==> src/rtl/urx.sv <==
// rtl/urx.sv - 8N1 serial receiver with start-bit validation, framing check and break hold-off.
// Optional 2-of-3 mid-bit vote enabled by defining URX_MAJORITY_VOTE_EN.
module urx #(
    parameter logic [10:0] BAUD_DIVISOR = 11'd433,
    parameter logic [10:0] HALF_BIT     = 11'((12'(BAUD_DIVISOR) + 12'd1) >> 1)
) (
    input  logic       clk,
    input  logic       rst,
    input  logic       serialin,
    output logic [7:0] rxbyte,
    output logic       valid,
    output logic       framing_err,
    output logic       busy
);

    typedef enum logic [2:0] {
        IDLE  = 3'd0,
        START = 3'd1,
        DATA  = 3'd2,
        STOP  = 3'd3,
        BREAK = 3'd4
    } state_t;

    localparam logic [10:0] START_D = HALF_BIT - 11'd1;

    state_t      state_q, state_d;
    logic        sync1_q, sync1_d;
    logic        rxs_q, rxs_d;
    logic        prev_q, prev_d;
    logic [10:0] cnt_q, cnt_d;
    logic [2:0]  bit_idx_q, bit_idx_d;
    logic [7:0]  shift_q, shift_d;
    logic [7:0]  rxbyte_q, rxbyte_d;
    logic        valid_q, valid_d;
    logic        ferr_q, ferr_d;
    logic        busy_q, busy_d;

    logic [10:0] d_cnt;
    logic        at_d;
    logic        bit_val;

    always_comb begin
        d_cnt = (state_q == START) ? START_D : BAUD_DIVISOR;
        at_d  = (cnt_q == d_cnt);
    end

`ifdef URX_MAJORITY_VOTE_EN
    logic vote0_q, vote0_d;
    logic vote1_q, vote1_d;

    // The two earlier captures join the live sample at counter==D, so decision timing is unchanged.
    always_comb begin
        vote0_d = vote0_q;
        vote1_d = vote1_q;
        if (cnt_q == d_cnt - 11'd2) vote0_d = rxs_q;
        if (cnt_q == d_cnt - 11'd1) vote1_d = rxs_q;
        bit_val = (vote0_q & vote1_q) | (vote0_q & rxs_q) | (vote1_q & rxs_q);
    end

    always_ff @(posedge clk or posedge rst) begin
        if (rst) begin
            vote0_q <= 1'b1;
            vote1_q <= 1'b1;
        end else begin
            vote0_q <= vote0_d;
            vote1_q <= vote1_d;
        end
    end
`else
    always_comb begin
        bit_val = rxs_q;
    end
`endif

    always_comb begin
        sync1_d   = serialin;
        rxs_d     = sync1_q;
        prev_d    = rxs_q;
        state_d   = state_q;
        cnt_d     = (state_q == IDLE) ? 11'd0 : cnt_q + 11'd1;
        bit_idx_d = bit_idx_q;
        shift_d   = shift_q;
        rxbyte_d  = rxbyte_q;
        valid_d   = 1'b0;
        ferr_d    = 1'b0;

        case (state_q)
            IDLE: begin
                if (prev_q && !rxs_q) begin
                    state_d = START;
                    cnt_d   = 11'd0;
                end
            end
            START: begin
                if (at_d) begin
                    cnt_d     = 11'd0;
                    bit_idx_d = 3'd0;
                    state_d   = bit_val ? IDLE : DATA;
                end
            end
            DATA: begin
                if (at_d) begin
                    cnt_d     = 11'd0;
                    shift_d   = {bit_val, shift_q[7:1]};
                    bit_idx_d = bit_idx_q + 3'd1;
                    if (bit_idx_q == 3'd7) state_d = STOP;
                end
            end
            STOP: begin
                if (at_d) begin
                    cnt_d = 11'd0;
                    if (bit_val) begin
                        rxbyte_d = shift_q;
                        valid_d  = 1'b1;
                        state_d  = IDLE;
                    end else begin
                        ferr_d  = 1'b1;
                        state_d = BREAK;
                    end
                end
            end
            BREAK: begin
                // A held-low line must rise before another start edge can be seen.
                if (rxs_q) begin
                    state_d = IDLE;
                    cnt_d   = 11'd0;
                end
            end
            default: begin
                state_d = IDLE;
                cnt_d   = 11'd0;
            end
        endcase

        busy_d = (state_d != IDLE);
    end

    always_ff @(posedge clk or posedge rst) begin
        if (rst) begin
            state_q   <= IDLE;
            sync1_q   <= 1'b1;
            rxs_q     <= 1'b1;
            prev_q    <= 1'b1;
            cnt_q     <= 11'd0;
            bit_idx_q <= 3'd0;
            shift_q   <= 8'd0;
            rxbyte_q  <= 8'd0;
            valid_q   <= 1'b0;
            ferr_q    <= 1'b0;
            busy_q    <= 1'b0;
        end else begin
            state_q   <= state_d;
            sync1_q   <= sync1_d;
            rxs_q     <= rxs_d;
            prev_q    <= prev_d;
            cnt_q     <= cnt_d;
            bit_idx_q <= bit_idx_d;
            shift_q   <= shift_d;
            rxbyte_q  <= rxbyte_d;
            valid_q   <= valid_d;
            ferr_q    <= ferr_d;
            busy_q    <= busy_d;
        end
    end

    assign rxbyte      = rxbyte_q;
    assign valid       = valid_q;
    assign framing_err = ferr_q;
    assign busy        = busy_q;

endmodule

==> config.mk <==
export PLATFORM = sky130hd
export DESIGN_NAME = urx
export DESIGN_NICKNAME = d
export VERILOG_FILES = /design/src/rtl/urx.sv
export SDC_FILE = /design/constraint.sdc
export NUM_CORES = 1
export LEC_CHECK = 0
export CAP_MARGIN = 15
export CORE_MARGIN = 1.5
export CORE_UTILIZATION = 57
export CTS_CLUSTER_SIZE = 8
export DETAILED_ROUTE_END_ITERATION = 10
export PLACE_DENSITY_LB_ADDON = 0.05
export SLEW_MARGIN = 20
export SYNTH_ARGS = -nofsm -noshare
export SYNTH_HDL_FRONTEND = slang
export SYNTH_SLANG_ARGS = --single-unit
==> constraint.sdc <==
create_clock -name clk -period 2.59 [get_ports clk]
set_input_delay 0.518 -clock clk [delete_from_list [all_inputs] [get_ports clk]]
set_output_delay 0.518 -clock clk [all_outputs]
set_load 0.01 [all_outputs]
# Word-level counts from Yosys, hierarchy flattened

Index checks and enable logic that the tools add are counted.

Add/subtract/negate cells: 2
Multiplexer cells: 24
Reductions and logical operators: 9
Equality and inequality tests: 8

Operator list:

| cell                    | number |
|---|---|
| $mux W11                | 4 |
| $pmux W11 S3            | 1 |
| $mux W3                 | 9 |
| $pmux W3 S5             | 1 |
| $add A11 B1 Y11 const B | 1 |
| $eq A11 B9 Y1           | 1 |
| $mux W9                 | 1 |
| $eq A3 B2 Y1 const B    | 2 |
| $eq A3 B3 Y1 const B    | 2 |
| $mux W1                 | 6 |
| $pmux W3 S2             | 1 |
| $reduce_and A3 Y1       | 2 |
| $ne A2 B2 Y1 const B    | 2 |
| $add A3 B1 Y3 const B   | 1 |
| $eq A3 B1 Y1 const B    | 1 |
| $logic_not A3 Y1        | 1 |
| $reduce_bool A3 Y1      | 1 |
| $reduce_or A3 Y1        | 1 |
| $mux W2                 | 1 |
| $reduce_and A2 Y1       | 1 |
| $reduce_bool A2 Y1      | 1 |
| $logic_and A1 B1 Y1     | 1 |
| $logic_not A1 Y1        | 1 |

Input port bits: 3
Bits in registers: 39
Word-level logic and storage cells: 54
Output and inout port bits: 11

# Longest topological paths before layout

Gate-level depths: netlist of run 1.

Depth in word-level cells: 6
Mapped depth: 6
Mapped depth without buffers: 5

# Worst setup path before layout of run 1

Ideal clock, no wire load.

Path kind: register -> register
Start point: register cnt_q[3]
End point: register rxbyte_q[0] (netlist: rxbyte[0])
Cell stages (with the launch flop): 6
Setup slack: 0.790 ns
Data required time: 2.465 ns
Setup time: 0.125 ns
Clock period less this slack: 1.800 ns
Data arrival time: 1.675 ns
Path buffers: 1
Path through: dfrtp_1 -> buf_6 -> and4bb_4 -> nand4b_4 -> nor3_4 -> mux2_2

Cells in the longest elaborated chain, start to end: 2

RTL lines:

| element                            | line | RTL |
|---|---|---|
| start: declaration                 | 30   | `logic [10:0] cnt_q, cnt_d;` |
| start signal: assignment           | 156  | `cnt_q <= cnt_d;` |
| $eq A11 B9 Y1                      | 44   | `at_d = (cnt_q == d_cnt);` |
| $reduce_and A3 Y1 (no source line) | n/a  |  |
| end signal: assignment             | 159  | `rxbyte_q <= rxbyte_d;` |
| end: declaration                   | 33   | `logic [7:0] rxbyte_q, rxbyte_d;` |

Every way passes these cells.
A chain may end at the register's enable or synchronous reset.

# Worst setup path in the final report of run 1

Start point: register cnt_q[3]
End point: register rxbyte_q[5] (netlist: rxbyte[5])

Same word-level chain as after synthesis.

==> results_dict.tcl, run 1 <==
set metrics [dict create \
    clock-sinks 39 \
    drt-pass1-iter-count 4 \
    setup_viol 0 \
    synth_simple_gate_area_frac 0.192 \
    critPathCaptureType "register" \
    crit_chain "and4bb_4 -> nand4b_4 -> nor3_4 -> mux2_2" \
    max_freq_mhz 505 \
    io_pins 14 \
    pre_cts_ws_ns 0.619 \
    holdCritPathClass "register to register" \
    post-route-util 0.674 \
    synth_fa_ha_area_frac 0.0210 \
    outcome "completed" \
    wl_per_cell_um 14.1 \
    drtIter0Drc 45 \
    drive_above_1_share 0.221 \
    yosys-top-cells-area "dfrtp_1 50%, mux2_2 11%, dfstp_2 4.4%" \
    drt-total-wl_um 2920 \
    synthCells 147 \
    ys_types 40 \
    antenna_found_initial 0 \
    place_area_sq_mm 0.00195 \
    max_stage_delay_ns 0.49 \
    syn_area_per_cell_sq_um 12.2 \
    p_leak_nw 0.980 \
    cts_htree_levels 2 \
    worstMarginPinSlew_ns 0.468 \
    overflow 0 \
    num_vias 1152 \
    cts_resized 0 \
    netlist.area_leader.share 0.504 \
    yosys_register_bits 39 \
    grtUsageTotal 0.204 \
    critPathArrivalTime_ns 2.22 \
    synth_top_family_by_area "simple AND/OR/NAND/NOR gates" \
    rows 20 \
    drc 0 \
    syn-num-nets 153 \
    final_cell_mix "36 x dfrtp_1, 20 x nor2_1, 17 x mux2_2" \
    portBuffers 13 \
    n_antenna_cell 0 \
    yosysTopAreaCell "dfrtp_1" \
    die-area_sq_mm 0.00348 \
    via_per_inst 5.57 \
    layout_commonest_cell "dfrtp_1" \
    drtAntennaViolNets 0 \
    hold_viol 0 \
    path_class "register to register" \
    crit_buf_inv 0 \
    syn2layout_area_growth_pct 14.1 \
    place_hpwl_um 2020 \
    clockBufferDepth 2 \
    numCtsBuffers 5 \
    clock-root-buffer "clkbuf_4" \
    synthMuxAreaShare 0.113 \
    yosysSeqAreaShare 0.548 \
    cts_setup_buffers 0 \
    hold_buffers 0 \
    final.period_utilization 0.764 \
    critPathSlowestCell "dfrtp_1" \
    required_ns 2.83 \
    fin_tns_setup_ns 0 \
    fin_area_sq_mm 0.00204 \
    drv_slew 0 \
    cts_tree "done" \
    start_util 0.590 \
    finalCriticalPeriod_ns 1.98 \
    crit_path_start_kind "register" \
    yosys_warnings 0 \
    die_h_um 59.0 \
    clkTransAtPathRegs_ns 0.11 \
    cap_viol_max_count 0 \
    syn_area_sq_mm 0.00179 \
    gp_congestion 0.858 \
    crit_family "simple AND/OR/NAND/NOR gates" \
    clock_latency_ns 0.34 \
    layout.nets 168 \
    powerDensity_mw_per_mm2 663 \
    grt_pass1_wl_um 5330 \
    synthXorXnorAreaFrac 0.0441 \
    fin_ws_ns 0.611 \
    critPathMaxFanout 9 \
    fp.coreArea_sq_mm 0.00303 \
    ir_drop_uv 381 \
    grt_pass1_vias 1164 \
    die_w_um 59.0 \
    rsz0062_at_grt "false" \
    grt_max_degree 40 \
    max_slew_margin 0.688 \
    fin_worst_skew_ns 0.00562 \
    hold_ws_ns 0.363 \
    synth-compound-area-share 0.0567 \
]
cell usage after synthesis:
cell type	instances
dfrtp_1	36
nor2_1	20
mux2_2	17
nand2_1	7
xor2_1	5
nand3_1	4
nand4_1	4
xnor2_1	4
a21oi_1	3
buf_2	3
dfstp_2	3
ha_1	3
nor3_1	3
or3_1	3
a22o_1	2
clkbuf_1	2
inv_1	2
nand2b_1	2
nor3_4	2
o211ai_1	2
a211o_1	1
a211oi_1	1
a211oi_2	1
a21o_1	1
a221oi_1	1
and2_1	1
and3_1	1
and4_1	1
and4bb_4	1
buf_6	1
clkbuf_2	1
mux2i_1	1
nand4_2	1
nand4b_4	1
nand4bb_1	1
nor2b_1	1
nor4b_1	1
nor4bb_1	1
o31a_1	1
or4_1	1
logic make-up (layout without fill, tap and decap cells):
| logic type | Yosys count | in the layout |
|---|---|---|
| AOI/OAI and AO/OA | 13 | 13 |
| adders and majority gates | 3 | 3 |
| xor gates and xnor gates | 9 | 9 |
| buffers and inverters | 9 | 25 |
| muxes | 18 | 18 |
| DFF | 39 | 39 |
| and+or+nand+nor | 56 | 56 |
where the power goes:
group | switching (W) | internal [W] | leakage [nW]
sequential | 0.0000925 | 0.000664 | 0.511
clock | 0.000196 | 0.000233 | 0.0489
combinational | 0.0000820 | 0.0000845 | 0.420
total | 0.000371 | 0.000981 | 0.980
sequential cells by signal, indices dropped and copies added (netlist names):
register,flops
framing_err,1
bit_idx_q,3
state_q,3
prev_q,1
rxbyte,8
busy,1
cnt_q,11
shift_q,8
rxs_d,1
bit_val,1
valid,1
area by class of cell:
class | count | area (sq um)
clock inverters | 2 | 38.8
well taps | 44 | 55.1
multi-input cells | 99 | 762
clock buffers | 6 | 51.3
fillers | 236 | 988
repair buffers | 15 | 145
inverters | 2 | 7.51
flip-flops and latches | 39 | 980
per-stage QoR:
step | power, W | instances
after floorplan | 0.000906 | 147
after global placement | 0.000924 | 199
after detailed placement | 0.000932 | 199
after CTS | 0.00137 | 207
after global routing | 0.00143 | 207
final | 0.00135 | 207
path summary, 6_finish.rpt:
path,cells past startpoint,slack [ns],endpoint,start
setup / recovery,4,0.61,rxbyte[5],cnt_q[3]
hold / removal,0,0.36,bit_val,rxs_d
setup reg to reg,4,0.61,rxbyte[5],cnt_q[3]
hold reg to reg,0,0.36,bit_val,rxs_d
max in group asynchronous,3,1.66,prev_q,rst
min in group asynchronous,3,0.59,bit_idx_q[0],rst
layer usage:
| layer | wire, um | global-route usage | part of all wire |
|---|---|---|---|
| met5 | 0 | 0 | 0 |
| met4 | 61 | 0.0974 | 0.021 |
| met3 | 99 | 0.0502 | 0.034 |
| met2 | 1470 | 0.317 | 0.50 |
| met1 | 1290 | 0.269 | 0.44 |
Power figures use the tool's default switching activity.
==> run 2, diff against run 1 <==
--- a/config.mk
+++ b/config.mk
@@ -7,7 +7,7 @@
 export LEC_CHECK = 0
 export CAP_MARGIN = 15
 export CORE_MARGIN = 1.5
-export CORE_UTILIZATION = 57
+export CORE_UTILIZATION = 51
 export CTS_CLUSTER_SIZE = 8
 export DETAILED_ROUTE_END_ITERATION = 10
 export PLACE_DENSITY_LB_ADDON = 0.05
==> constraint.sdc (replaced) <==
create_clock -name clk -period 1.8 [get_ports clk]
set_input_delay 0.36 -clock clk [delete_from_list [all_inputs] [get_ports clk]]
set_output_delay 0.36 -clock clk [all_outputs]
set_load 0.01 [all_outputs]
==> run 2 against run 1 <==
Compared with the run above:
- critical path depth unchanged
- clock skew increased by 0.0018 ns
- clock-buffer cell count increased by 1
- non-clock buffer count increased by 14
- maximum frequency increased by 13%
- wire length increased by 12%
- power increased by 36%
- die area increased by 11%
- utilization decreased by 1.8 points
- via count increased by 3.8%
- sequential power increased by 38%
- largest cell class unchanged
==> results_dict.tcl, run 2 (same netlist as run 1, synthesis figures left out) <==
set metrics [dict create \
    holdCritPathClass "primary input to async pin" \
    drv_slew 0 \
    fp.coreArea_sq_mm 0.00334 \
    register_area_sq_um 981 \
    nFillCells 277 \
    rsz0062_at_grt "true" \
    power_w 0.00184 \
    ir_drop_uv 497 \
    grt_max_degree 40 \
    layout_commonest_cell "dfrtp_1" \
    finalCriticalPeriod_ns 1.75 \
    start_util 0.536 \
    via_per_inst 5.36 \
    grt_pass1_vias 1287 \
    grtUsageTotal 0.195 \
    hold_viol 0 \
    place_hpwl_um 2330 \
    clock-root-buffer "clkbuf_4" \
    critPathSlowestCell "dfrtp_1" \
    path_class "register to register" \
    crit_path_start_kind "register" \
    max_stage_delay_ns 0.42 \
    worstMarginPinSlew_ns 0.376 \
    numCtsBuffers 5 \
    final.period_utilization 0.971 \
    grt_pass1_wl_um 5930 \
    post-route-util 0.655 \
    drtAntennaViolNets 0 \
    clkTransAtPathRegs_ns 0.11 \
    max_freq_mhz 572 \
    clockBufferDepth 2 \
    drtIter0Drc 45 \
    n_antenna_cell 0 \
    critPathMaxFanout 4 \
    io_pins 14 \
    cts_tree "done" \
    portBuffers 13 \
    layout.cells.non_filler 223 \
    largest_register_ffs 11 \
    top_register "cnt_q" \
    layout.nets 182 \
    p_leak_nw 1.06 \
    max_slew_margin 0.750 \
    cts_htree_levels 2 \
    syn2layout_area_growth_pct 22.3 \
    cap_viol_max_count 0 \
    drt-total-wl_um 3290 \
    die_w_um 62.2 \
    num_vias 1196 \
    critPathArrivalTime_ns 1.98 \
    crit_chain "and4bb_4 -> nand4b_4 -> or3_4 -> mux2_2" \
    die-area_sq_mm 0.00387 \
    overflow 0 \
    critPathCaptureType "register" \
    outcome "completed" \
    clock_latency_ns 0.34 \
    drive_above_1_share 0.288 \
    fin_tns_setup_ns 0 \
    placed_cells 213 \
    clock-sinks 39 \
    drt-pass1-iter-count 4 \
    multiInputGateArea_sq_um 812 \
    die_h_um 62.2 \
    wl_per_cell_um 14.7 \
    gp_congestion 0.861 \
    setup_viol 0 \
    required_ns 2.03 \
    fin_worst_skew_ns 0.00746 \
    hold_ws_ns 0.354 \
    drc 0 \
    final_cell_mix "35 x dfrtp_1, 20 x nor2_1, 13 x clkdlybuf4s50_1, 13 x buf_4, 11 x mux2_2" \
    powerDensity_mw_per_mm2 841 \
    rows 21 \
    antenna_found_initial 0 \
]
## run 2: per-stage QoR
step,cell area [sq um],worst slack (ns)
2_1_floorplan,1790,0.0344
3_3_place_gp,2070,0.0848
3_5_place_dp,2070,0.0339
4_1_cts,2120,0.0288
5_1_grt,2190,-0.0125
6_report,2190,0.0517
## run 2: layout make-up
class                      count  share of cell area
multi-input combinational     99               0.371
clock inverter                 1             0.00229
timing repair buffer          29               0.128
clock buffer                   7              0.0206
tap                           46              0.0263
sequential                    39               0.449
inverter                       2             0.00343
## run 2: worst paths after layout
kind / from / to / slack, ns / cells past startpoint
setup / recovery: cnt_q[3] / shift_q[1] / 0.05 / 4
hold / removal: rst / cnt_q[1] / 0.35 / 3
setup reg to reg: cnt_q[3] / shift_q[1] / 0.05 / 4
hold reg to reg: rxs_d / bit_val / 0.36 / 0
max in group asynchronous: rst / prev_q / 1.18 / 3
min in group clk: rxs_d / bit_val / 0.36 / 0
## run 2: where the power goes
group          internal [W]  total, W  switching (W)
clock network      0.000152  0.000411       0.000259
registers          0.000958   0.00104      0.0000824
logic              0.000191  0.000389       0.000197
## run 2: critical path: cells and delay by family (launching register included)
family / cells / cell delay, ns
flops: 1 / 0.42
mux: 1 / 0.28
simple gates: 3 / 0.93
## run 2: what timing repair did
action                     CTS  global route
hold buffers                 0             0
gates resized for setup      0            12
setup buffers                1             1
pin swaps                    1             5
setup endpoints to repair    1            21
## run 2: routing by layer
metal  global-route usage  vias up  wire (um)
li1                     -      576          -
met1                0.225      590       1400
met2                0.340       19       1670
met3               0.0507       11        121
met4               0.0917        0         97
met5                    0        -          0
